[config.mk]
export PLATFORM = sky130hd
export DESIGN_NAME = led_sequence_ctrl_flat
export DESIGN_NICKNAME = d
export VERILOG_FILES = /design/src/rtl/led_sequence_ctrl_if.sv /design/src/rtl/led_sequence_ctrl.sv /design/src/flat_wrapper.sv
export SDC_FILE = /design/constraint.sdc
export NUM_CORES = 1
export LEC_CHECK = 0
export BUFFER_PORTS_ARGS = -buffer_cell sky130_fd_sc_hd__buf_4
export CORE_ASPECT_RATIO = 0.75
export CORE_MARGIN = 2
export CORE_UTILIZATION = 40
export CTS_CLUSTER_DIAMETER = 120
export DETAILED_ROUTE_END_ITERATION = 10
export PLACE_DENSITY = 0.56
export SLEW_MARGIN = 20
export SYNTH_ARGS = -nofsm -noshare
export SYNTH_HDL_FRONTEND = slang
export SYNTH_SLANG_ARGS = --single-unit
[constraint.sdc]
create_clock -name iCE_CLK -period 3.47 [get_ports iCE_CLK]
set_clock_uncertainty 0.15 [all_clocks]
set_input_delay 0.5205 -clock iCE_CLK [delete_from_list [all_inputs] [get_ports iCE_CLK]]
set_output_delay 0.5205 -clock iCE_CLK [all_outputs]
set_load 0.01 [all_outputs]
[src/rtl/led_sequence_ctrl_if.sv]
// Command channel for the LED sequencer: valid/ready handshake carrying
// mode, LED mask and burst repeat count.
interface led_sequence_ctrl_if #(
    parameter int CNT_W = 5
);
    logic             cmd_valid;
    logic             cmd_ready;
    logic [1:0]       cmd_mode;
    logic [1:0]       cmd_mask;
    logic [CNT_W-1:0] cmd_count;

    modport master (
        output cmd_valid, cmd_mode, cmd_mask, cmd_count,
        input  cmd_ready
    );

    modport slave (
        input  cmd_valid, cmd_mode, cmd_mask, cmd_count,
        output cmd_ready
    );
endinterface

[src/rtl/led_sequence_ctrl.sv]
// Command-driven LED sequencer: a tick prescaler plus a mode FSM that drives
// LED0/LED1 with phase-aligned OFF/ON/BLINK/BURST patterns.
//
// state     | meaning
// ----------+--------------------------------------------------------------
// IDLE      | LEDs off, ready for a command
// SOLID     | LEDs = mask until the next command
// BLINK     | LEDs toggle between mask and off every tick, mask phase first
// BURST_ON  | burst on-phase, LEDs = mask, not preemptable
// BURST_OFF | burst off-phase, LEDs off, counts down remaining repeats
module led_sequence_ctrl #(
    parameter int TICK_DIV = 4194304,
    parameter int CNT_W    = 5
) (
    input  logic               iCE_CLK,
    input  logic               PIO1_02,
    led_sequence_ctrl_if.slave cmd,
    output logic               LED0,
    output logic               LED1,
    output logic               busy,
    output logic               done
);

    localparam int                TICK_W    = $clog2(TICK_DIV);
    localparam logic [TICK_W-1:0] TICK_LAST = TICK_W'(TICK_DIV - 1);

    localparam logic [1:0] MODE_OFF   = 2'b00;
    localparam logic [1:0] MODE_ON    = 2'b01;
    localparam logic [1:0] MODE_BLINK = 2'b10;

    typedef enum logic [2:0] {
        IDLE,
        SOLID,
        BLINK,
        BURST_ON,
        BURST_OFF
    } state_t;

    state_t            state;
    logic [TICK_W-1:0] tick_cnt;
    logic              tick;
    logic              accept;
    logic [1:0]        mask_q;
    logic [CNT_W-1:0]  remaining;

    // A running burst owns the LEDs until it completes.
    assign cmd.cmd_ready = (state != BURST_ON) && (state != BURST_OFF);
    assign accept        = cmd.cmd_valid & cmd.cmd_ready;
    assign tick          = (tick_cnt == TICK_LAST);
    assign busy          = (state != IDLE);

    // Phase prescaler; every accepted command restarts it so patterns are phase-aligned.
    always_ff @(posedge iCE_CLK or posedge PIO1_02) begin
        if (PIO1_02) begin
            tick_cnt <= '0;
        end else if (accept || tick) begin
            tick_cnt <= '0;
        end else begin
            tick_cnt <= tick_cnt + TICK_W'(1);
        end
    end

    // Mode FSM with registered LED drive and done pulse.
    always_ff @(posedge iCE_CLK or posedge PIO1_02) begin
        if (PIO1_02) begin
            state       <= IDLE;
            LED0        <= 1'b0;
            LED1        <= 1'b0;
            done        <= 1'b0;
            mask_q      <= 2'b00;
            remaining   <= '0;
        end else begin
            done <= 1'b0;
            if (accept) begin
                mask_q    <= cmd.cmd_mask;
                remaining <= cmd.cmd_count;
                case (cmd.cmd_mode)
                    MODE_OFF: begin
                        state       <= IDLE;
                        {LED1, LED0} <= 2'b00;
                    end
                    MODE_ON: begin
                        state       <= SOLID;
                        {LED1, LED0} <= cmd.cmd_mask;
                    end
                    MODE_BLINK: begin
                        state       <= BLINK;
                        {LED1, LED0} <= cmd.cmd_mask;
                    end
                    default: begin
                        // A zero-length burst completes at once: no LED activity, just done.
                        if (cmd.cmd_count == '0) begin
                            state       <= IDLE;
                            {LED1, LED0} <= 2'b00;
                            done        <= 1'b1;
                        end else begin
                            state       <= BURST_ON;
                            {LED1, LED0} <= cmd.cmd_mask;
                        end
                    end
                endcase
            end else begin
                case (state)
                    IDLE, SOLID: begin
                    end
                    BLINK: begin
                        if (tick) begin
                            {LED1, LED0} <= ({LED1, LED0} == 2'b00) ? mask_q : 2'b00;
                        end
                    end
                    BURST_ON: begin
                        if (tick) begin
                            state       <= BURST_OFF;
                            {LED1, LED0} <= 2'b00;
                        end
                    end
                    BURST_OFF: begin
                        if (tick) begin
                            remaining <= remaining - CNT_W'(1);
                            // Last repeat: the decremented count reaches zero.
                            if (remaining == CNT_W'(1)) begin
                                state <= IDLE;
                                done  <= 1'b1;
                            end else begin
                                state       <= BURST_ON;
                                {LED1, LED0} <= mask_q;
                            end
                        end
                    end
                    default: begin
                        state       <= IDLE;
                        {LED1, LED0} <= 2'b00;
                    end
                endcase
            end
        end
    end

endmodule
[src/flat_wrapper.sv]
// flat-port wrapper written by rule: the top's interface ports become plain ports
module led_sequence_ctrl_flat 
#(
    parameter int TICK_DIV = 4194304,
    parameter int CNT_W    = 5
)
  (iCE_CLK, PIO1_02, LED0, LED1, busy, done, cmd_cmd_valid, cmd_cmd_mode, cmd_cmd_mask, cmd_cmd_count, cmd_cmd_ready);
  led_sequence_ctrl_if #(.CNT_W(CNT_W)) cmd_i ();
  input  logic iCE_CLK;
  input  logic PIO1_02;
  output logic LED0;
  output logic LED1;
  output logic busy;
  output logic done;
  input wire logic [$bits(cmd_i.cmd_valid)-1:0] cmd_cmd_valid;
  input wire logic [$bits(cmd_i.cmd_mode)-1:0] cmd_cmd_mode;
  input wire logic [$bits(cmd_i.cmd_mask)-1:0] cmd_cmd_mask;
  input wire logic [$bits(cmd_i.cmd_count)-1:0] cmd_cmd_count;
  output wire logic [$bits(cmd_i.cmd_ready)-1:0] cmd_cmd_ready;
  assign cmd_i.cmd_valid = cmd_cmd_valid;
  assign cmd_i.cmd_mode = cmd_cmd_mode;
  assign cmd_i.cmd_mask = cmd_cmd_mask;
  assign cmd_i.cmd_count = cmd_cmd_count;
  assign cmd_cmd_ready = cmd_i.cmd_ready;
  led_sequence_ctrl #(.TICK_DIV(TICK_DIV), .CNT_W(CNT_W)) u_core (.iCE_CLK(iCE_CLK), .PIO1_02(PIO1_02), .cmd(cmd_i), .LED0(LED0), .LED1(LED1), .busy(busy), .done(done));
endmodule
==> results.sh <==
export IMPL_final_antenna_net_count=0
export IMPL_slew_headroom_pct=47.1
export IMPL_grt_usage_pct=16.9
export IMPL_nFillCells=437
export IMPL_num_nets_final=242
export IMPL_synth_area_mm2=0.00194
export IMPL_rr_worst_depth=6
export IMPL_synth_top_area_share_pct=45.2
export IMPL_coreArea_mm2=0.00457
export IMPL_cpPeakStageDelay_ns=0.54
export IMPL_layout_drive_gt1_share_pct=15.6
export IMPL_portBuffers=16
export IMPL_fin_area_mm2=0.00222
export IMPL_async_flop_share_pct=100
export IMPL_synth_ff_type="dfrtp_1"
export IMPL_max_freq_mhz=374
export IMPL_antenna_found_initial=0
export IMPL_crit_buf_inv=0
export IMPL_p_seq_share_pct=51.7
export IMPL_synth_area_mux_share_pct=1.74
export IMPL_post_dp_hpwl_um=3110
export IMPL_cts_buffer_depth=2
export IMPL_cap_violations=0
export IMPL_hp_class="in -> async"
export IMPL_hold_viol=0
export IMPL_grt_pass1_wl_um=7290
export IMPL_p_per_area_mw_per_mm2=355
export IMPL_worst_pin_slew_ns=0.783
export IMPL_synth_fp_nets=222
export IMPL_switching_share_pct=20.0
export IMPL_path_class="reg -> reg"
export IMPL_cts_tree="yes"
export IMPL_tns_ns=0
export IMPL_cts_sink_count=35
export IMPL_dieArea_mm2=0.00542
export IMPL_status="complete, no violations"
export IMPL_irDropWorstVdd_uv=227
export IMPL_synth_top_family_by_area="simple AND/OR/NAND/NOR gates"
export IMPL_crit_path_end="u_core.LED0"
export IMPL_synthAdderAreaFrac_pct=3.87
export IMPL_p_clk_share_pct=44.7
export IMPL_power_uw=788
export IMPL_synthDistinctLibCells=42
export IMPL_leakage_nw=1.02
export IMPL_post_cts_resized=0
export IMPL_place_gp_congestion=0.838
export IMPL_slowest_stage="nor3_1"
export IMPL_critPathLaunch="u_core.tick_cnt[0]"
export IMPL_post_cts_setup_buffer_count=0
export IMPL_vias=1493
export IMPL_yosysTopAreaCell="dfrtp_1"
export IMPL_rsz0062_at_grt="no"
export IMPL_cp_arrival_ns=2.69
export IMPL_ys_top_cells_by_area="dfrtp_1 (45%), nor2_1 (6.0%), xor2_1 (5.4%)"
export IMPL_syn2layout_area_growth_pct=14.7
export IMPL_grt_pass1_vias=1535
export IMPL_root_buffer="clkbuf_8"
export IMPL_wl_um=4080
export IMPL_syn_inst=204
export IMPL_synthSimpleGateAreaFrac_pct=27.9
export IMPL_antennaDiodeCount=0
export IMPL_synth_xor_area_share_pct=9.49
export IMPL_drt_iter0_markers=81
export IMPL_ios=17
export IMPL_num_rows=21
export IMPL_cp_cell_sequence="ha_1 > nand3_2 > nor3_1 > nand4b_1 > a221oi_2 > mux2_2"
export IMPL_syn_area_per_cell_um2=9.50
export IMPL_endpoint_kind="flop"
export IMPL_vias_per_cell=5.31
export IMPL_grt_overflow_total=0
export IMPL_wire_per_inst_um=14.5
export IMPL_fin_crit_ns=2.67
export IMPL_timing_rr_end="u_core.LED0"
export IMPL_cp_required_ns=3.48
export IMPL_drtPass1Iterations=4
export IMPL_start_kind="flop"
export IMPL_htree_levels=2
export IMPL_ys_seq_area_share_pct=45.2
export IMPL_synth_seq_cells=35
export IMPL_regToRegStartpoint="u_core.tick_cnt[0]"
export IMPL_placed_area_mm2=0.00212
export IMPL_grt_max_degree=23
export IMPL_p_sw_uw=158
export IMPL_post_route_period_util_pct=77.1
export IMPL_cts_buffers_inserted=5
export IMPL_synth_compound_area_share_pct=8.78
export IMPL_start_util_pct=42.4
export IMPL_slew_violations=0
export IMPL_crit_family="simple AND/OR/NAND/NOR gates"
export IMPL_setup_viol=0
export IMPL_clk_pin_slew_ns=0.07
export IMPL_die_y_um=64.3
export IMPL_fp_dieW_um=84.4
export IMPL_yosys_warnings=0
export IMPL_synth_edff_count=0
export IMPL_utilization_pct=48.6
export IMPL_cellInternalPower_uw=630
export IMPL_post_route_drc_count=0
export IMPL_r2r_setup_slack_ns=0.80
export IMPL_clock_latency_ns=0.28
export IMPL_share_comb_of_total_power_pct=3.5
export IMPL_ctsHoldBuffers=0
export IMPL_path_depth=6
export IMPL_worstPathMaxFanout=5
==> cell families (layout without fill, tap and decap cells) <==
logic type | Yosys count | in the layout
mux | 3 | 3
xor+xnor | 21 | 21
fa+ha+maj | 6 | 6
simple gates | 102 | 102
flops | 35 | 35
buf+inv | 15 | 35
compound gates | 22 | 22
==> cell type report <==
| class | count | area (um2) | area share [%] |
|---|---|---|---|
| repair buffers | 17 | 128 | 5.74 |
| inverters | 11 | 41.3 | 1.86 |
| multi-input cells | 154 | 1000 | 45.2 |
| clock buffers | 6 | 72.6 | 3.27 |
| flip-flops and latches | 35 | 876 | 39.4 |
| well taps | 57 | 71.3 | 3.21 |
| clock inverters | 1 | 30.0 | 1.35 |
==> power groups by stage <==
stage,Combinational [mW],Clock (mW),Sequential [mW]
2_1_floorplan,0.0115,0,0.416
3_3_place_gp,0.0277,0,0.416
3_5_place_dp,0.0288,0,0.416
4_1_cts,0.0289,0.362,0.408
5_1_grt,0.0323,0.382,0.407
6_report,0.0280,0.353,0.408
==> flip-flops by register name, indices dropped and copies added, names as in the netlist <==
signal / count
u_core.LED0: 1
u_core.mask_q: 2
u_core.done: 1
u_core.remaining: 5
u_core.tick_cnt: 22
u_core.state: 3
u_core.LED1: 1
==> layout by cell type, fill, tap and decap left out, types with 2 or more instances in the layout <==
| cell | Yosys | layout |
|---|---|---|
| xnor2_1 | 9 | 9 |
| mux2_2 | 3 | 3 |
| o21ai_1 | 2 | 2 |
| clkbuf_8 | 0 | 5 |
| nor4_1 | 2 | 2 |
| a21oi_1 | 3 | 3 |
| xor2_1 | 12 | 12 |
| a21bo_2 | 2 | 2 |
| nor3_1 | 9 | 9 |
| o21ai_0 | 2 | 2 |
| nand2_1 | 19 | 19 |
| nand3b_1 | 3 | 3 |
| inv_1 | 11 | 11 |
| and4_1 | 3 | 3 |
| nand2b_1 | 2 | 2 |
| nand3_1 | 8 | 8 |
| nor2b_1 | 2 | 2 |
| and3_1 | 6 | 6 |
| nand4_1 | 3 | 3 |
| a31oi_1 | 3 | 3 |
| dfrtp_1 | 35 | 35 |
| and4_2 | 2 | 2 |
| or3_1 | 3 | 3 |
| a32o_1 | 2 | 2 |
| ha_1 | 6 | 6 |
| buf_4 | 0 | 17 |
| nor2_1 | 31 | 31 |
| and2_1 | 3 | 3 |
==> synth_stat cells (all sizes together), types with 3 or more instances <==
library cell   n
o21ai          4
a31oi          3
and2           3
xnor2          9
nand4          3
ha             6
or3            3
a21oi          3
xor2          12
nand3          9
nand3b         3
inv           11
nor4           3
mux2           3
and3           6
nand2         19
nor3           9
nor2          31
dfrtp         35
and4           5
==> per-layer routing <==
| metal | share of wire (%) | GRT usage, % | vias to the layer above |
|---|---|---|---|
| li1 | - | - | 748 |
| met1 | 52 | 24.7 | 708 |
| met2 | 43 | 24.1 | 25 |
| met3 | 3.0 | 3.88 | 12 |
| met4 | 2.1 | 6.94 | 0 |
| met5 | 0 | 0 | - |
==> how the worst min path moves through the flow <==
stage                                     to  cells after the start
after global placement    u_core.tick_cnt[0]                      1
after CTS                 u_core.tick_cnt[7]                      2
after detailed placement  u_core.tick_cnt[0]                      1
after global routing      u_core.tick_cnt[7]                      2
after floorplan             u_core.mask_q[0]                      2
final                     u_core.tick_cnt[7]                      2
==> through the flow <==
step	hold slack, ns	setup WS (ns)	std cells
finish	0.119	0.796	281
global route	0.160	0.570	281
CTS	0.134	0.816	281
detailed placement	0.331	0.795	274
global placement	0.309	0.847	274
floorplan	0.296	1.16	204
(Power assumes the default switching activity.)
